--- src/rtl/mips_pkg.sv ---
// Shared MIPS datapath types: load-type codes, the memory data
// register FSM states and the default capture-state encoding.
package mips_pkg;

  typedef enum logic [2:0] {
    LW  = 3'd0,
    LB  = 3'd1,
    LBU = 3'd2,
    LH  = 3'd3,
    LHU = 3'd4,
    LWL = 3'd5,
    LWR = 3'd6
  } load_type_e;

  typedef enum logic [1:0] {
    IDLE    = 2'd0,
    PENDING = 2'd1,
    HOLD    = 2'd2
  } dr_fsm_e;

  localparam int CAPTURE_STATE_DEFAULT = 2;

endpackage

--- src/rtl/mem_data_register_load_align.sv ---
// load_align: combinational byte/half extraction, extension and
// LWL/LWR merge. In: word, load_type, offset, rt. Out: result.
module load_align
  import mips_pkg::*;
#(
  parameter int DATA_WIDTH = 32
) (
  input  logic [DATA_WIDTH-1:0]         word,
  input  logic [2:0]                    load_type,
  input  logic [$clog2(DATA_WIDTH/8)-1:0] offset,
  input  logic [DATA_WIDTH-1:0]         rt,
  output logic [DATA_WIDTH-1:0]         result
);

  localparam int OW = $clog2(DATA_WIDTH/8);

  logic [OW-1:0]         hoff;
  logic [7:0]            b;
  logic [15:0]           h;
  logic [DATA_WIDTH-1:0] lwl;
  logic [DATA_WIDTH-1:0] lwr;

  // Halfword loads ignore the low offset bit.
  assign hoff = {offset[OW-1:1], 1'b0};
  assign b = 8'(word >> {offset, 3'b000});
  assign h = 16'(word >> {hoff, 3'b000});

  if (DATA_WIDTH == 32) begin : g_merge
    logic [1:0] inv;
    assign inv = 2'd3 - offset;
    assign lwl = (word << {inv, 3'b000})
               | (rt & ~(32'hFFFF_FFFF << {inv, 3'b000}));
    assign lwr = (word >> {offset, 3'b000})
               | (rt & ~(32'hFFFF_FFFF >> {offset, 3'b000}));
  end else begin : g_nomerge
    assign lwl = word;
    assign lwr = word;
  end

  always_comb begin
    result = word;
    unique case (load_type_e'(load_type))
      LB:  result = {{(DATA_WIDTH-8){b[7]}}, b};
      LBU: result = {{(DATA_WIDTH-8){1'b0}}, b};
      LH:  result = {{(DATA_WIDTH-16){h[15]}}, h};
      LHU: result = {{(DATA_WIDTH-16){1'b0}}, h};
      LWL: result = lwl;
      LWR: result = lwr;
      default: result = word;
    endcase
  end

endmodule

--- src/rtl/mem_data_register.sv ---
// Memory data register: captures bus read data on handshake, stalls
// while waitrequest is high, and exposes a load-aligned result.
// Ports: clk, reset (sync, low), state, read_issue, waitrequest,
// dr_writedata, load_type, byte_offset, rt_data -> dr_readdata,
// load_result, dr_valid, stall.
module mem_data_register
  import mips_pkg::*;
#(
  parameter int DATA_WIDTH = 32,
  parameter int STATE_WIDTH = 3,
  parameter logic [STATE_WIDTH-1:0] CAPTURE_STATE =
    STATE_WIDTH'(CAPTURE_STATE_DEFAULT)
) (
  input  logic                            clk,
  input  logic                            reset,
  input  logic [STATE_WIDTH-1:0]          state,
  input  logic                            read_issue,
  input  logic                            waitrequest,
  input  logic [DATA_WIDTH-1:0]           dr_writedata,
  input  logic [2:0]                      load_type,
  input  logic [$clog2(DATA_WIDTH/8)-1:0] byte_offset,
  input  logic [DATA_WIDTH-1:0]           rt_data,
  output logic [DATA_WIDTH-1:0]           dr_readdata,
  output logic [DATA_WIDTH-1:0]           load_result,
  output logic                            dr_valid,
  output logic                            stall
);

  localparam int OW = $clog2(DATA_WIDTH/8);

  dr_fsm_e       fsm;
  logic [2:0]    cap_type;
  logic [OW-1:0] cap_off;
  logic          issue;

  assign issue = (state == CAPTURE_STATE) && read_issue;

  assign stall = waitrequest &&
                 ((fsm == PENDING) || (issue && fsm != PENDING));

  always_ff @(posedge clk) begin
    if (!reset) begin
      fsm         <= IDLE;
      dr_readdata <= '0;
      cap_type    <= LW;
      cap_off     <= '0;
      dr_valid    <= 1'b0;
    end else begin
      unique case (fsm)
        PENDING: begin
          // Issue inputs are ignored until the bus answers.
          if (!waitrequest) begin
            dr_readdata <= dr_writedata;
            dr_valid    <= 1'b1;
            fsm         <= HOLD;
          end
        end
        default: begin
          if (issue) begin
            cap_type <= load_type;
            cap_off  <= byte_offset;
            if (!waitrequest) begin
              dr_readdata <= dr_writedata;
              dr_valid    <= 1'b1;
              fsm         <= HOLD;
            end else begin
              dr_valid <= 1'b0;
              fsm      <= PENDING;
            end
          end
        end
      endcase
    end
  end

  load_align #(
    .DATA_WIDTH(DATA_WIDTH)
  ) u_align (
    .word     (dr_readdata),
    .load_type(cap_type),
    .offset   (cap_off),
    .rt       (rt_data),
    .result   (load_result)
  );

endmodule

--- config.mk ---
export PLATFORM = sky130hd
export DESIGN_NAME = mem_data_register
export DESIGN_NICKNAME = d
export VERILOG_FILES = /design/src/rtl/mips_pkg.sv /design/src/rtl/mem_data_register_load_align.sv /design/src/rtl/mem_data_register.sv
export SDC_FILE = /design/constraint.sdc
export NUM_CORES = 1
export LEC_CHECK = 0
export CAP_MARGIN = 20
export CORE_MARGIN = 1
export CORE_UTILIZATION = 44
export CTS_BUF_LIST = sky130_fd_sc_hd__clkbuf_4
export DETAILED_ROUTE_END_ITERATION = 8
export GPL_ROUTABILITY_DRIVEN = 1
export PLACE_DENSITY_LB_ADDON = 0.08
export SLEW_MARGIN = 25
export SYNTH_ARGS = -nofsm -noshare
export SYNTH_HDL_FRONTEND = slang
export SYNTH_SLANG_ARGS = --single-unit
--- constraint.sdc ---
create_clock -name clk -period 2.6 [get_ports clk]
set_input_delay 0.78 -clock clk [delete_from_list [all_inputs] [get_ports clk]]
set_output_delay 0.78 -clock clk [all_outputs]
set_load 0.01 [all_outputs]
### Word level (Yosys, flattened, before mapping)

Index checks and enable logic that the tools add are counted.

* bits in registers: 40
* bits of input ports: 76
* output and inout bits: 66
* logic and storage cells: 47

* add/subtract/negate cells: 1
* equal/unequal tests: 10
* shift operators: 5
* multiplexer cells: 12
* bitwise gates (word level): 7
* reductions and logical operators: 7

Operators by type and width (count)
* $pmux W32 S6: 1
* $mux W32: 3
* $and A32 B32 Y32: 2
* $not A32 Y32: 2
* $or A32 B32 Y32: 2
* $shl A32 B5 Y32: 1
* $shl A32 B5 Y32 const A: 1
* $shr A32 B5 Y16: 1
* $shr A32 B5 Y32: 1
* $shr A32 B5 Y32 const A: 1
* $eq A3 B2 Y1 const B: 3
* $eq A3 B3 Y1 const B: 3
* $mux W2: 4
* $mux W1: 4
* $reduce_and A2 Y1: 2
* $eq A3 B1 Y1 const B: 1
* $logic_and A1 B1 Y1: 3
* $eq A2 B1 Y1 const B: 1
* $ne A2 B1 Y1 const B: 1
* $ne A2 B2 Y1 const B: 1
* $reduce_bool A2 Y1: 1
* $sub A2 B2 Y2 const A: 1
* $logic_or A1 B1 Y1: 1
* $not A1 Y1: 1

### Depth between registers and ports, before layout

Gate-level depths: netlist (run 1).

* depth in word-level cells: 6
* depth in mapped cells: 8
* mapped depth without buffers: 4

### By module

Synthesis (run 1) repeated with hierarchy kept, for this count alone.

* cell total of the unflattened synthesis: 544
* area, all modules: 4541.9 µm²

Modules (own cells, without submodules)
* mem_data_register: times used 1, cells each 306, area each 2613.8 µm², seq. area each 800.8 µm²
* load_align: times used 1, cells each 238, area each 1928.1 µm², seq. area each 0.0 µm²

### Least setup slack after synthesis (run 1)

OpenSTA, ideal clock, no wires.

* kind: register to output
* start: reg cap_off[0]
* end: out load_result[16]
* arrival time: 1.597 ns
* data required time: 1.820 ns
* slack: 0.223 ns
* stages on the path, launching flop included: 7
* path buffers: 2
* cells stage by stage: dfxtp_1 buf_6 mux4_2 o21ai_2 nand2_2 buf_6 o22a_1

* cells in the longest elaborated chain, start to end: 6
* elaborated cells between the ends (all ways): 12
* classes of those cells: 1 x add/sub; 4 x shift; 1 x mux; 6 x bitwise

RTL lines
* start: declaration: line mem_data_register.sv:33 `logic [OW-1:0] cap_off;`
* start signal: assignment: line mem_data_register.sv:61 `cap_off <= byte_offset;`
* $sub A2 B2 Y2: line mem_data_register_load_align.sv:30 `assign inv = 2'd3 - offset;`
* $shl A32 B5 Y32: line mem_data_register_load_align.sv:32 `| (rt & ~(32'hFFFF_FFFF << {inv, 3'b000}));`
* $not A32 Y32: line mem_data_register_load_align.sv:32
* $and A32 B32 Y32: line mem_data_register_load_align.sv:32
* $or A32 B32 Y32: line mem_data_register_load_align.sv:32
* $pmux W32 S6 *: line mem_data_register_load_align.sv:42 `unique case (load_type_e'(load_type))`
* end: declaration: line mem_data_register.sv:24 `output logic [DATA_WIDTH-1:0] load_result,`

Every way passes the cells marked *; elsewhere a longest branch is shown, timed or not.

### Worst setup path in the final report (run 1)

* start: in rt_data[12]
* end: out load_result[12]

* cells in the longest elaborated chain, start to end: 3
* elaborated cells between the ends (all ways): 5
* classes of those cells: 1 x mux; 4 x bitwise

RTL lines
* start: declaration: line mem_data_register.sv:22 `input logic [DATA_WIDTH-1:0] rt_data,`
* $and A32 B32 Y32 (on tied branches): line mem_data_register_load_align.sv:34, mem_data_register_load_align.sv:32
* $or A32 B32 Y32 (on tied branches): line mem_data_register_load_align.sv:34, mem_data_register_load_align.sv:32
* $pmux W32 S6 *: line mem_data_register_load_align.sv:42

Marks and branches as above.

==> Flow_metrics.wiki, run 1 <==
{| class="wikitable"
! Metric !! Value
|-
| Outcome || complete, but fails checks
|-
| Violated checks || DRC, setup timing
|-
| Family with the most delay on the worst path || compound AO/OA/AOI/OAI gates
|-
| Flip-flop and latch area || 814.5 um2
|-
| Worst reg-to-reg setup slack || about 1.2 ns
|-
| Type of the tightest min-delay check || flip-flop to flip-flop
|-
| Power density relative to cell area || approximately 250 nW/um2
|-
| Starting density of the core || 46.31%
|-
| Routed wire length per instance || around 22 um
|-
| Number of buffers inserted for hold repair after clock tree synthesis || 0
|-
| Post-synthesis net count || 547
|-
| Antenna Violating Nets Remaining || 0
|-
| End of the worst register-to-register path || dr_readdata[10]$_SDFFE_PN0P_
|-
| Seq pwr share || 36.1%
|-
| Max incr delay on CP || between 0.4 and 0.5 ns
|-
| Most common cell after layout, fill and taps aside || sky130_fd_sc_hd__buf_4
|-
| Global-route wire length before repair || 26.48 mm
|-
| Series of cell instances along the critical path || clkdlybuf4s50_1, nor2_1, a211oi_1, a21oi_1, a31oi_4, buf_6
|-
| Via count of the first global-routing pass || 5192
|-
| Final Wtd Congestion || 0.9572
|-
| Internal Dissipation || ~1.2 mW
|-
| Most frequently used flop master after synthesis || sky130_fd_sc_hd__dfxtp_1
|-
| Share of synthesized area occupied by flip-flops and latches || 19.54%
|-
| Crit. Startpoint || rt_data[12]
|-
| Count of unique library cells instantiated by Yosys || 45
|-
| Switching share of total power || 31.41%
|-
| Total power || 1.800 mW
|-
| Worst Setup Start Kind || primary input
|-
| Worst-case hold slack || 0.5378 ns
|-
| Number of remaining DRC errors || 7
|-
| FF+latch count, synth || 40
|-
| Input/output buffers || around 140
|-
| Final worst slack || -0.4377 ns
|-
| Final clock period utilization by the worst path || 116.8%
|-
| Fill cell instance count of the final layout || 550
|-
| Share of the synthesized area in the top cell type || 21.01%
|-
| Startpoint of the worst-slack reg-to-reg timing path || fsm[1]$_SDFFE_PN0P_
|-
| Required arrival time at the worst endpoint || 1.82 ns
|-
| Min cycle time layout || about 3.0 ns
|-
| Critical hold path startpoint || fsm[1]$_SDFFE_PN0P_
|-
| Clock tree from TritonCTS || done
|-
| Core ar. || 8848 um2
|-
| Overall routed net length || 18.80 mm
|-
| Share of layout cells above drive strength 1 || 40.49%
|-
| Pin slew with the least headroom to its limit || around 0.61 ns
|-
| Number of standard-cell rows in the floorplan || 34
|-
| Number of cells on the worst reg-to-reg path || 5
|-
| Endpoints failing hold || 0
|-
| Fin util || 82.96%
|-
| Ant. Diodes || 0
|-
| Sw power || between 500 and 600 uW
|-
| Number of top-level pins || 142
|-
| Top area cells in the synthesized netlist || sky130_fd_sc_hd__mux2i_1, sky130_fd_sc_hd__dfxtp_1, sky130_fd_sc_hd__mux2_2
|-
| Worst hold endpoint || fsm[1]$_SDFFE_PN0P_
|-
| Kind of critical path || primary input to output pin
|-
| Number of max-cap violations || 0
|-
| Slew Limit Fails || 0
|-
| Post-synth EDFFs || 0
|-
| Number of sinks on the clock net || 40
|-
| RSZ-0062 raised after global routing || yes
|-
| Endpoint class of the critical path || output pin
|-
| Gr ovfl total || 0
|-
| Hold path depth || 2
|-
| Starting DRC count in detailed routing || 437
|-
| Data arrival at the endpoint of the critical path || 2.26 ns
|-
| Cell count after placement || ~800
|-
| Clock latency on the worst-skew pair || around 0.4 ns
|-
| Clock share of power || ~26%
|-
| Non-filler cells, final || 844
|-
| Leakage || 2.785 nW
|-
| Initial DRT Pass Iterations || 9
|-
| Final setup skew || 0.008341 ns
|-
| Area growth syn-to-layout || 79.15%
|-
| Floorplan die area || 9703 um2
|-
| Number of endpoints failing setup at the final stage || 32
|-
| Area of combinational cells with multiple inputs || 3451 um2
|-
| Overall die height || 98.51 um
|-
| Global Route Usage Sum || 35.09%
|-
| Upper clock frequency limit || 0.3292 GHz
|-
| Cells after Synth || around 470
|-
| HPWL after detailed placement || ~12 mm
|-
| Crit path buffers/inverters || 2
|-
| Pin count of the biggest net entering global routing || 21
|-
| Max H-tree Level || 2
|-
| Slew margin rel. || 59.29%
|-
| Slowest cell on crit path || sky130_fd_sc_hd__clkdlybuf4s50_1
|-
| Maximum VDD drop || around 210 uV
|-
| Longest Clk Path Bufs || 2
|-
| CTS root buf || sky130_fd_sc_hd__clkbuf_4
|-
| Vias after detailed routing || 5280
|-
| Clk slew on worst S/H paths || between 0.1 and 0.15 ns
|-
| Post-synthesis cell area || 4098 um2
|-
| Final nets || 811
|-
| Dominant cell type by area after synthesis || sky130_fd_sc_hd__mux2i_1
|-
| Post-Syn Area per Cell || 8.700 um2
|-
| Fraction of power consumed by combinational cells || 38.3%
|-
| Via-to-Cell Ratio || 6.256
|-
| Crit-path max FO || 2
|-
| Die width || around 100 um
|-
| Warning count from the yosys run || 0
|-
| Proportion of synthesized flip-flops having asynchronous set or reset || 0%
|-
| Number of CTS-inserted buffers || 5
|-
| Number of antenna violations at the first check in global routing || 0
|-
| Most used cells in the layout excluding fill and tap cells || sky130_fd_sc_hd__buf_4, sky130_fd_sc_hd__clkdlybuf4s50_1, sky130_fd_sc_hd__mux2i_1
|}
-- metrics by stage --
step	setup WS (ns)	instance area, um2	setup TNS [ns]
floorplan	0.2234	4098	0
global placement	-0.7177	6461	-15.58
detailed placement	-0.7883	6461	-16.35
CTS	-0.3595	6959	-8.803
global route	-0.6072	7341	-12.19
finish	-0.4377	7341	-10.23
-- what timing repair did --
item,in CTS,in global routing
endpoints found under the hold margin,0,0
pin swaps,44,35
endpoints found under the setup margin,33,33
gates cloned,5,1
gates resized for setup,223,64
setup buffers,22,14
-- metal layers --
layer / wire length [um] / share of wire [%] / vias up / track usage (%)
li1: - / - / 2342 / -
met1: 7105 / 38 / 2497 / 41.83
met2: 9120 / 49 / 353 / 60.24
met3: 1627 / 8.7 / 88 / 5.887
met4: 947 / 5.0 / 0 / 19.17
met5: 0 / 0 / - / 0
-- flip-flops by register name, summed over array words and instances (netlist names) --
name and count:
cap_off 2, cap_type 3, dr_readdata 32, fsm 2, dr_valid 1
-- how the worst max path moves through the flow --
stage	slack (ns)	depth (start not counted)	end
after floorplan	0.22	6	load_result[16]
after global placement	-0.72	6	load_result[3]
after detailed placement	-0.79	6	load_result[3]
after CTS	-0.36	6	load_result[16]
after global routing	-0.61	7	load_result[12]
final	-0.44	6	load_result[12]
-- cell families after synthesis --
logic type | synth area share, %
compound gates | 23.30
buf+inv | 6.748
flops | 19.54
mux | 34.02
simple gates | 16.40
-- synthesized netlist by cell type, drive strengths merged, types with 3 or more instances --
| master | number |
|---|---|
| nor2b | 40 |
| nor3 | 8 |
| a21boi | 9 |
| and3 | 8 |
| nor2 | 28 |
| a21oi | 13 |
| a31oi | 16 |
| o22ai | 8 |
| nand2b | 3 |
| o221ai | 7 |
| o2111ai | 19 |
| mux4 | 8 |
| buf | 30 |
| mux2i | 86 |
| clkbuf | 15 |
| mux2 | 30 |
| o22a | 16 |
| a211oi | 8 |
| o21ai | 17 |
| nand2 | 20 |
| and4 | 5 |
| dfxtp | 40 |
| inv | 9 |
| o211ai | 4 |
| o2bb2ai | 9 |
-- area by class of cell --
class | count | share of cell area, %
Sequential cell | 40 | 11.10
Multi-Input combinational cell | 377 | 47.01
Inverter | 9 | 0.4602
Tap cell | 108 | 1.841
Clock buffer | 6 | 0.6136
Timing Repair Buffer | 302 | 38.50
Clock inverter | 2 | 0.4772
-- power groups by stage --
stage | sequential, mW | combinational, mW | clock (mW)
2_1_floorplan | 0.667 | 0.244 | 0
3_3_place_gp | 0.661 | 0.595 | 0
3_5_place_dp | 0.662 | 0.604 | 0
4_1_cts | 0.647 | 0.627 | 0.458
5_1_grt | 0.651 | 0.721 | 0.487
6_report | 0.650 | 0.689 | 0.461
-- worst reg2reg max path: stages (launching register included) --
cell and delay (ns):
sky130_fd_sc_hd__dfxtp_1 0.33, sky130_fd_sc_hd__nand2b_1 0.22, sky130_fd_sc_hd__a21oi_4 0.25, sky130_fd_sc_hd__buf_12 0.21, sky130_fd_sc_hd__mux2i_1 0.26, sky130_fd_sc_hd__nor2b_1 0.07
(Power assumes the default switching activity.)
==> inputs of run 2 (changes only) <==
--- a/config.mk
+++ b/config.mk
@@ -5,6 +5,7 @@
 export SDC_FILE = /design/constraint.sdc
 export NUM_CORES = 1
 export LEC_CHECK = 0
+export ABC_AREA = 1
 export CAP_MARGIN = 20
 export CORE_MARGIN = 1
 export CORE_UTILIZATION = 44
@@ -12,6 +13,7 @@
 export DETAILED_ROUTE_END_ITERATION = 8
 export GPL_ROUTABILITY_DRIVEN = 1
 export PLACE_DENSITY_LB_ADDON = 0.08
+export SKIP_CTS_REPAIR_TIMING = 1
 export SLEW_MARGIN = 25
 export SYNTH_ARGS = -nofsm -noshare
 export SYNTH_HDL_FRONTEND = slang
==> Flow_metrics.wiki, run 2 <==
{| class="wikitable"
! Metric !! Value
|-
| Outcome || complete, but fails checks (unchanged)
|-
| Violated checks || setup timing (was DRC, setup timing)
|-
| Clock share of power || 19.3% (was 25.6%)
|-
| Clock latency on the worst-skew pair || 0.36 ns (was 0.39 ns)
|-
| Clk slew on worst S/H paths || 0.13 ns (about the same)
|-
| Final clock period utilization by the worst path || 103.6% (was 116.8%)
|-
| Ant. Diodes || 0 (unchanged)
|-
| Most used cells in the layout excluding fill and tap cells || sky130_fd_sc_hd__nand2_1, sky130_fd_sc_hd__nor2_1, sky130_fd_sc_hd__clkdlybuf4s50_1 (was sky130_fd_sc_hd__buf_4, sky130_fd_sc_hd__clkdlybuf4s50_1, sky130_fd_sc_hd__mux2i_1)
|-
| Overall die height || 96.92 um (was 98.51 um)
|-
| Worst Setup Start Kind || flip-flop (was primary input)
|-
| Slew Limit Fails || 0 (unchanged)
|-
| Post-synthesis cell area || 3964 um2 (was 4098 um2)
|-
| FF+latch count, synth || 40 (unchanged)
|-
| Maximum VDD drop || 204.9 uV (was 212.8 uV)
|-
| Dominant cell type by area after synthesis || sky130_fd_sc_hd__nand2_1 (was sky130_fd_sc_hd__mux2i_1)
|-
| Total power || 1.711 mW (was 1.800 mW)
|-
| Clock tree from TritonCTS || done (unchanged)
|-
| HPWL after detailed placement || 12.04 mm (was 12.29 mm)
|-
| Via count of the first global-routing pass || 5201 (was 5192)
|-
| Core ar. || 8721 um2 (was 8848 um2)
|-
| Internal Dissipation || 1.093 mW (was 1.235 mW)
|-
| Seq pwr share || 39.5% (was 36.1%)
|-
| Area growth syn-to-layout || 69.00% (was 79.15%)
|-
| Number of CTS-inserted buffers || 5 (unchanged)
|-
| Antenna Violating Nets Remaining || 0 (unchanged)
|-
| Min cycle time layout || 2.693 ns (was 3.038 ns)
|-
| Proportion of synthesized flip-flops having asynchronous set or reset || 0% (unchanged)
|-
| Routed wire length per instance || 17.33 um (was 22.28 um)
|-
| Number of endpoints failing setup at the final stage || 16 (was 32)
|-
| Starting density of the core || 45.45% (was 46.31%)
|-
| Floorplan die area || 9393 um2 (was 9703 um2)
|-
| Share of synthesized area occupied by flip-flops and latches || 20.20% (was 19.54%)
|-
| Top area cells in the synthesized netlist || sky130_fd_sc_hd__nand2_1, sky130_fd_sc_hd__dfxtp_1, sky130_fd_sc_hd__nor2_1 (was sky130_fd_sc_hd__mux2i_1, sky130_fd_sc_hd__dfxtp_1, sky130_fd_sc_hd__mux2_2)
|-
| Die width || 96.92 um (was 98.51 um)
|-
| Post-synthesis net count || 817 (was 547)
|-
| Cells after Synth || 741 (was 471)
|-
| Gr ovfl total || 0 (unchanged)
|-
| Switching share of total power || 36.11% (was 31.41%)
|-
| Power density relative to cell area || 255.4 nW/um2 (was 245.2 nW/um2)
|-
| Share of layout cells above drive strength 1 || 26.29% (was 40.49%)
|-
| Number of sinks on the clock net || 40 (unchanged)
|-
| Upper clock frequency limit || 0.3713 GHz (was 0.3292 GHz)
|-
| Count of unique library cells instantiated by Yosys || 26 (was 45)
|-
| Vias after detailed routing || 6032 (was 5280)
|-
| Number of max-cap violations || 0 (unchanged)
|-
| Input/output buffers || 141 (unchanged)
|-
| Endpoints failing hold || 0 (unchanged)
|-
| Number of flip-flops under the largest register name || 32 (unchanged)
|-
| Slew margin rel. || 73.13% (was 59.29%)
|-
| Largest registers ranked by flip-flop count || dr_readdata: 32 flops, cap_type: 3 flops (unchanged)
|-
| Number of top-level pins || 142 (unchanged)
|-
| Global Route Usage Sum || 33.80% (was 35.09%)
|-
| Longest Clk Path Bufs || 2 (unchanged)
|-
| Sw power || 617.8 uW (was 565.4 uW)
|-
| Via-to-Cell Ratio || 5.718 (was 6.256)
|-
| Commonest cells in the netlist || sky130_fd_sc_hd__nand2_1, sky130_fd_sc_hd__nor2_1, sky130_fd_sc_hd__nand3_1 (was sky130_fd_sc_hd__mux2i_1, sky130_fd_sc_hd__dfxtp_1, sky130_fd_sc_hd__nor2b_1)
|-
| Overall routed net length || 18.28 mm (was 18.80 mm)
|-
| Most common cell after layout, fill and taps aside || sky130_fd_sc_hd__nand2_1 (was sky130_fd_sc_hd__buf_4)
|-
| RSZ-0062 raised after global routing || yes (unchanged)
|-
| Global-route wire length before repair || 25.63 mm (was 26.48 mm)
|-
| Crit-path max FO || 10 (was 2)
|-
| Number of antenna violations at the first check in global routing || 0 (unchanged)
|-
| Required arrival time at the worst endpoint || 1.82 ns (about the same)
|-
| Type of the tightest min-delay check || flip-flop to flip-flop (unchanged)
|-
| Fraction of power consumed by combinational cells || 41.2% (was 38.3%)
|-
| Max H-tree Level || 2 (unchanged)
|-
| Number of remaining DRC errors || 0 (was 7)
|-
| Endpoint class of the critical path || output pin (unchanged)
|-
| Cell with the most instances after synthesis || sky130_fd_sc_hd__nand2_1 (was sky130_fd_sc_hd__mux2i_1)
|-
| Pin count of the biggest net entering global routing || 40 (was 21)
|-
| Final non-filler cell area || 6699 um2 (was 7341 um2)
|-
| Starting DRC count in detailed routing || 723 (was 437)
|-
| Register containing the most flip-flops in the final layout || dr_readdata (unchanged)
|-
| Post-synth EDFFs || 0 (unchanged)
|-
| Number of standard-cell rows in the floorplan || 34 (unchanged)
|-
| Kind of critical path || flip-flop to output pin (was primary input to output pin)
|-
| Warning count from the yosys run || 0 (unchanged)
|-
| Data arrival at the endpoint of the critical path || 1.91 ns (was 2.26 ns)
|-
| Leakage || 3.251 nW (was 2.785 nW)
|-
| DP Area || 5801 um2 (was 6461 um2)
|-
| Final setup skew || 0.005536 ns (was 0.008341 ns)
|-
| Initial DRT Pass Iterations || 6 (was 9)
|-
| CTS root buf || sky130_fd_sc_hd__clkbuf_4 (unchanged)
|-
| Share of the synthesized area in the top cell type || 23.67% (was 21.01%)
|-
| Pin slew with the least headroom to its limit || 0.4030 ns (was 0.6088 ns)
|-
| Final nets || 1023 (was 811)
|-
| Final Wtd Congestion || 0.9617 (was 0.9572)
|-
| Most frequently used flop master after synthesis || sky130_fd_sc_hd__dfxtp_1 (unchanged)
|-
| Final worst slack || -0.09328 ns (was -0.4377 ns)
|-
| Post-Syn Area per Cell || 5.349 um2 (was 8.700 um2)
|}
## run 2: cell count changes after synthesis, moves of 19 or more
cell,change
sky130_fd_sc_hd__inv_1,+46
sky130_fd_sc_hd__mux2_2,-30
sky130_fd_sc_hd__mux2i_1,-86
sky130_fd_sc_hd__nand2_1,+231
sky130_fd_sc_hd__nand3_1,+92
sky130_fd_sc_hd__nand3b_1,+31
sky130_fd_sc_hd__nand4_1,+19
sky130_fd_sc_hd__nor2_1,+100
sky130_fd_sc_hd__nor2b_1,-40
sky130_fd_sc_hd__o2111ai_1,-19
## run 2: layout make-up
type | instances | area (um2)
multi-input cells | 594 | 3072
inverters | 62 | 247.7
clock buffers | 5 | 37.54
clock inverters | 2 | 12.51
repair buffers | 244 | 2377
well taps | 108 | 135.1
flip-flops and latches | 40 | 817.0
fillers | 673 | 2022
## run 2: cells by family (layout without fill, tap and decap cells)
logic type | Yosys count | count (layout) | synth area share (%)
compound gates | 57 | 57 | 7.828
simple gates | 537 | 537 | 59.75
flops | 40 | 40 | 20.20
buf+inv | 107 | 313 | 12.22
## run 2: worst max-delay path, stage by stage, from the launching register on
cell	delay (ns)
sky130_fd_sc_hd__dfxtp_4	0.41
sky130_fd_sc_hd__buf_8	0.14
sky130_fd_sc_hd__buf_12	0.13
sky130_fd_sc_hd__buf_4	0.13
sky130_fd_sc_hd__clkbuf_16	0.17
sky130_fd_sc_hd__nor2_1	0.10
sky130_fd_sc_hd__nor2_1	0.05
sky130_fd_sc_hd__nand2_1	0.05
sky130_fd_sc_hd__nand2_1	0.05
sky130_fd_sc_hd__inv_1	0.05
sky130_fd_sc_hd__nand4_1	0.11
sky130_fd_sc_hd__buf_2	0.16
## run 2: layer usage
layer	global-route usage, %	part of all wire, %
met1	43.02	38
met2	57.58	48
met3	3.902	8.4
met4	14.12	5.5
met5	0	0
## run 2: power by group through the flow
stage	clock [mW]	sequential (mW)	combinational, mW
after floorplan	0	0.688	0.269
after global placement	0	0.687	0.591
after detailed placement	0	0.687	0.601
after CTS	0.335	0.674	0.604
after global routing	0.354	0.678	0.751
final	0.331	0.676	0.705
## run 2: path summary, 6_finish.rpt
path	from	endpoint	slack [ns]	depth (start not counted)
worst max-delay path	cap_off[1]$_SDFFE_PN0P_	load_result[10]	-0.09	11
worst min-delay path	fsm[1]$_SDFFE_PN0P_	fsm[1]$_SDFFE_PN0P_	0.48	2
worst max register to register	fsm[1]$_SDFFE_PN0P_	dr_readdata[15]$_SDFFE_PN0P_	1.30	8
worst min register to register	fsm[1]$_SDFFE_PN0P_	fsm[1]$_SDFFE_PN0P_	0.48	2
## run 2: per-stage QoR
stage | worst slack [ns] | setup TNS [ns] | util, % | hold WS [ns] | std cells
after floorplan | 0.4840 | 0 | - | 0.4443 | 741
after global placement | -0.4022 | -10.42 | 66.51 | 0.4563 | 1007
after detailed placement | -0.4213 | -10.86 | 66.51 | 0.4623 | 1007
after CTS | -0.4891 | -14.03 | 67.09 | 0.4823 | 1014
after global routing | -0.1584 | -2.296 | 76.81 | 0.5004 | 1055
final | -0.09328 | -0.6643 | 76.81 | 0.4820 | 1055
==> inputs of run 3 (changes only) <==
--- a/config.mk
+++ b/config.mk
@@ -7,8 +7,11 @@
 export LEC_CHECK = 0
 export ABC_AREA = 1
 export CAP_MARGIN = 20
+export CELL_PAD_IN_SITES_DETAIL_PLACEMENT = 1
+export CELL_PAD_IN_SITES_GLOBAL_PLACEMENT = 1
+export CORE_ASPECT_RATIO = 1.4
 export CORE_MARGIN = 1
-export CORE_UTILIZATION = 44
+export CORE_UTILIZATION = 30
 export CTS_BUF_LIST = sky130_fd_sc_hd__clkbuf_4
 export DETAILED_ROUTE_END_ITERATION = 8
 export GPL_ROUTABILITY_DRIVEN = 1
==> Flow_metrics.wiki, run 3 (synthesis results as in run 2) <==
{| class="wikitable"
! Metric !! Value
|-
| Outcome || complete, but fails checks (unchanged)
|-
| Violated checks || setup timing (unchanged)
|-
| Final clock period utilization by the worst path || 104.1% (was 103.6%)
|-
| HPWL after detailed placement || 14.66 mm (was 12.04 mm)
|-
| Global-route wire length before repair || 29.39 mm (was 25.63 mm)
|-
| Family with the most delay on the worst path || buffers and inverters (unchanged)
|-
| Clk slew on worst S/H paths || 0.13 ns (about the same)
|-
| Crit path buffers/inverters || 5 (was 6)
|-
| Number of remaining DRC errors || 0 (unchanged)
|-
| Final setup skew || 0.007969 ns (was 0.005536 ns)
|-
| Gr ovfl total || 0 (unchanged)
|-
| Slowest cell on crit path || sky130_fd_sc_hd__dfxtp_4 (unchanged)
|-
| Routed wire length per instance || 19.59 um (was 17.33 um)
|-
| Met1 Usage GRT || 34.94% (was 43.02%)
|-
| CTS root buf || sky130_fd_sc_hd__clkbuf_4 (unchanged)
|-
| Met3 capacity usage during global routing || 3.185% (was 3.902%)
|-
| Antenna Violating Nets Remaining || 0 (unchanged)
|-
| Number of antenna violations at the first check in global routing || 1 (was 0)
|-
| Total power || 1.732 mW (was 1.711 mW)
|-
| Upper clock frequency limit || 0.3694 GHz (was 0.3713 GHz)
|-
| Initial DRT Pass Iterations || 5 (was 6)
|-
| Number of endpoints failing setup at the final stage || 26 (was 16)
|-
| Power density relative to cell area || 250.5 nW/um2 (was 255.4 nW/um2)
|-
| Clock latency on the worst-skew pair || 0.37 ns (was 0.36 ns)
|-
| Endpoints failing hold || 0 (unchanged)
|-
| Maximum VDD drop || 223.9 uV (was 204.9 uV)
|-
| Overall routed net length || 21.43 mm (was 18.28 mm)
|-
| Pin count of the biggest net entering global routing || 35 (was 40)
|-
| Slew Limit Fails || 0 (unchanged)
|-
| Final worst slack || -0.1071 ns (was -0.09328 ns)
|-
| Vias after detailed routing || 5920 (was 6032)
|-
| Crit-path max FO || 5 (was 10)
|-
| Floorplan die area || 13680 um2 (was 9393 um2)
|-
| Final Wtd Congestion || 0.9242 (was 0.9617)
|-
| Top Usage Layer GRT || met2 (unchanged)
|-
| Input/output buffers || 141 (unchanged)
|-
| Starting density of the core || 30.79% (was 45.45%)
|-
| Setup TNS || -1.264 ns (was -0.6643 ns)
|-
| Endpoint class of the critical path || output pin (unchanged)
|-
| Most used cells in the layout excluding fill and tap cells || sky130_fd_sc_hd__nand2_1, sky130_fd_sc_hd__nor2_1, sky130_fd_sc_hd__clkdlybuf4s50_1 (unchanged)
|-
| Min cycle time layout || 2.707 ns (was 2.693 ns)
|-
| Number of standard-cell rows in the floorplan || 49 (was 34)
|-
| Global Route Usage Sum || 27.03% (was 33.80%)
|-
| Pin slew with the least headroom to its limit || 0.6018 ns (was 0.4030 ns)
|-
| Kind of critical path || flip-flop to output pin (unchanged)
|-
| Number of top-level pins || 142 (unchanged)
|-
| Longest Clk Path Bufs || 2 (unchanged)
|-
| Max H-tree Level || 2 (unchanged)
|-
| Leakage || 3.333 nW (was 3.251 nW)
|-
| Max incr delay on CP || 0.42 ns (was 0.41 ns)
|-
| Most common cell after layout, fill and taps aside || sky130_fd_sc_hd__nand2_1 (unchanged)
|-
| Met2 track utilization from global routing || 47.00% (was 57.58%)
|-
| Type of the tightest min-delay check || flip-flop to flip-flop (unchanged)
|-
| Largest registers ranked by flip-flop count || dr_readdata: 32 flops, cap_type: 3 flops (unchanged)
|-
| Register containing the most flip-flops in the final layout || dr_readdata (unchanged)
|-
| Die width || 99.15 um (was 96.92 um)
|-
| Number of CTS-inserted buffers || 5 (unchanged)
|-
| Overall die height || 138.0 um (was 96.92 um)
|-
| Area growth syn-to-layout || 74.40% (was 69.00%)
|-
| Starting DRC count in detailed routing || 424 (was 723)
|-
| RSZ-0062 raised after global routing || yes (unchanged)
|-
| Worst Setup Start Kind || flip-flop (unchanged)
|-
| Number of flip-flops under the largest register name || 32 (unchanged)
|-
| Slew margin rel. || 59.76% (was 73.13%)
|-
| Number of sinks on the clock net || 40 (unchanged)
|-
| Required arrival time at the worst endpoint || 1.82 ns (about the same)
|-
| Series of cell instances along the critical path || buf_6, buf_6, nand3_4, buf_8, nor2_1, nand2_1, nand2_1, inv_1, nand3_1, buf_2 (was buf_8, buf_12, buf_4, clkbuf_16, nor2_1, nor2_1, nand2_1, nand2_1, inv_1, nand4_1, buf_2)
|-
| Data arrival at the endpoint of the critical path || 1.93 ns (was 1.91 ns)
|-
| Final nets || 1016 (was 1023)
|-
| Via count of the first global-routing pass || 5651 (was 5201)
|-
| Share of layout cells above drive strength 1 || 27.87% (was 26.29%)
|-
| Clock tree from TritonCTS || done (unchanged)
|-
| Core ar. || 12870 um2 (was 8721 um2)
|-
| Number of max-cap violations || 0 (unchanged)
|-
| Via-to-Cell Ratio || 5.411 (was 5.718)
|-
| Fill cell instance count of the final layout || 1733 (was 673)
|}
==> run 3: cell types whose count changed in the layout (fill, tap and decap cells not counted), sizes merged <==
| cell | delta |
|---|---|
| buf | -11 |
| clkbuf | +4 |
| clkdlybuf4s50 | -3 |
| dlymetal6s2s | +3 |
| clkinvlp | +1 |
| diode | +1 |
| inv | -1 |
==> run 3: layout make-up <==
type                            instances  area, um2  area share (%)
Multi-Input combinational cell        594       3134           45.34
Timing Repair Buffer                  237       2456           35.53
Inverter                               62      259.0           3.747
Sequential cell                        40      819.5           11.86
Clock inverter                          2      12.51          0.1810
Antenna cell                            1      2.502         0.03620
Clock buffer                            5      37.54          0.5430
Tap cell                              153      191.4           2.769
==> run 3: power breakdown <==
part	switching [mW]	internal (mW)
sequential	0.0521	0.635
clock	0.230	0.0987
combinational	0.359	0.356
==> run 3: worst paths after layout <==
kind                                                from                           end  slack, ns  cells past startpoint
worst max-delay path            cap_type[0]$_SDFFE_PN0P_               load_result[15]      -0.11                     10
worst min-delay path                 fsm[1]$_SDFFE_PN0P_           fsm[1]$_SDFFE_PN0P_       0.48                      2
worst max register to register       fsm[1]$_SDFFE_PN0P_  dr_readdata[30]$_SDFFE_PN0P_       1.33                      7
worst min register to register       fsm[1]$_SDFFE_PN0P_           fsm[1]$_SDFFE_PN0P_       0.48                      2
==> run 3: worst reg2reg max path: stages (launching register included) <==
cell,delay [ns]
sky130_fd_sc_hd__dfxtp_1,0.33
sky130_fd_sc_hd__inv_1,0.05
sky130_fd_sc_hd__nand2_1,0.10
sky130_fd_sc_hd__nand2_2,0.09
sky130_fd_sc_hd__buf_4,0.30
sky130_fd_sc_hd__nand3b_1,0.13
sky130_fd_sc_hd__nand2_1,0.12
sky130_fd_sc_hd__nor2_1,0.05
==> run 3: per-stage QoR <==
step | instance area (um2) | setup WS [ns] | std cells | hold WS (ns) | util (%)
floorplan | 3964 | 0.4840 | 741 | 0.4443 | -
global placement | 5964 | -0.4204 | 1058 | 0.4552 | 46.33
detailed placement | 5964 | -0.4283 | 1058 | 0.4681 | 46.33
CTS | 6015 | -0.7505 | 1065 | 0.4869 | 46.72
global route | 6913 | -0.1766 | 1094 | 0.5249 | 53.69
finish | 6913 | -0.1071 | 1094 | 0.4825 | 53.69
==> run 3: metal layers <==
metal	vias up	part of all wire (%)	routed length (um)
li1	2780	-	-
met1	2821	40	8551
met2	250	50	10720
met3	69	5.9	1266
met4	0	4.2	893
met5	-	0	0
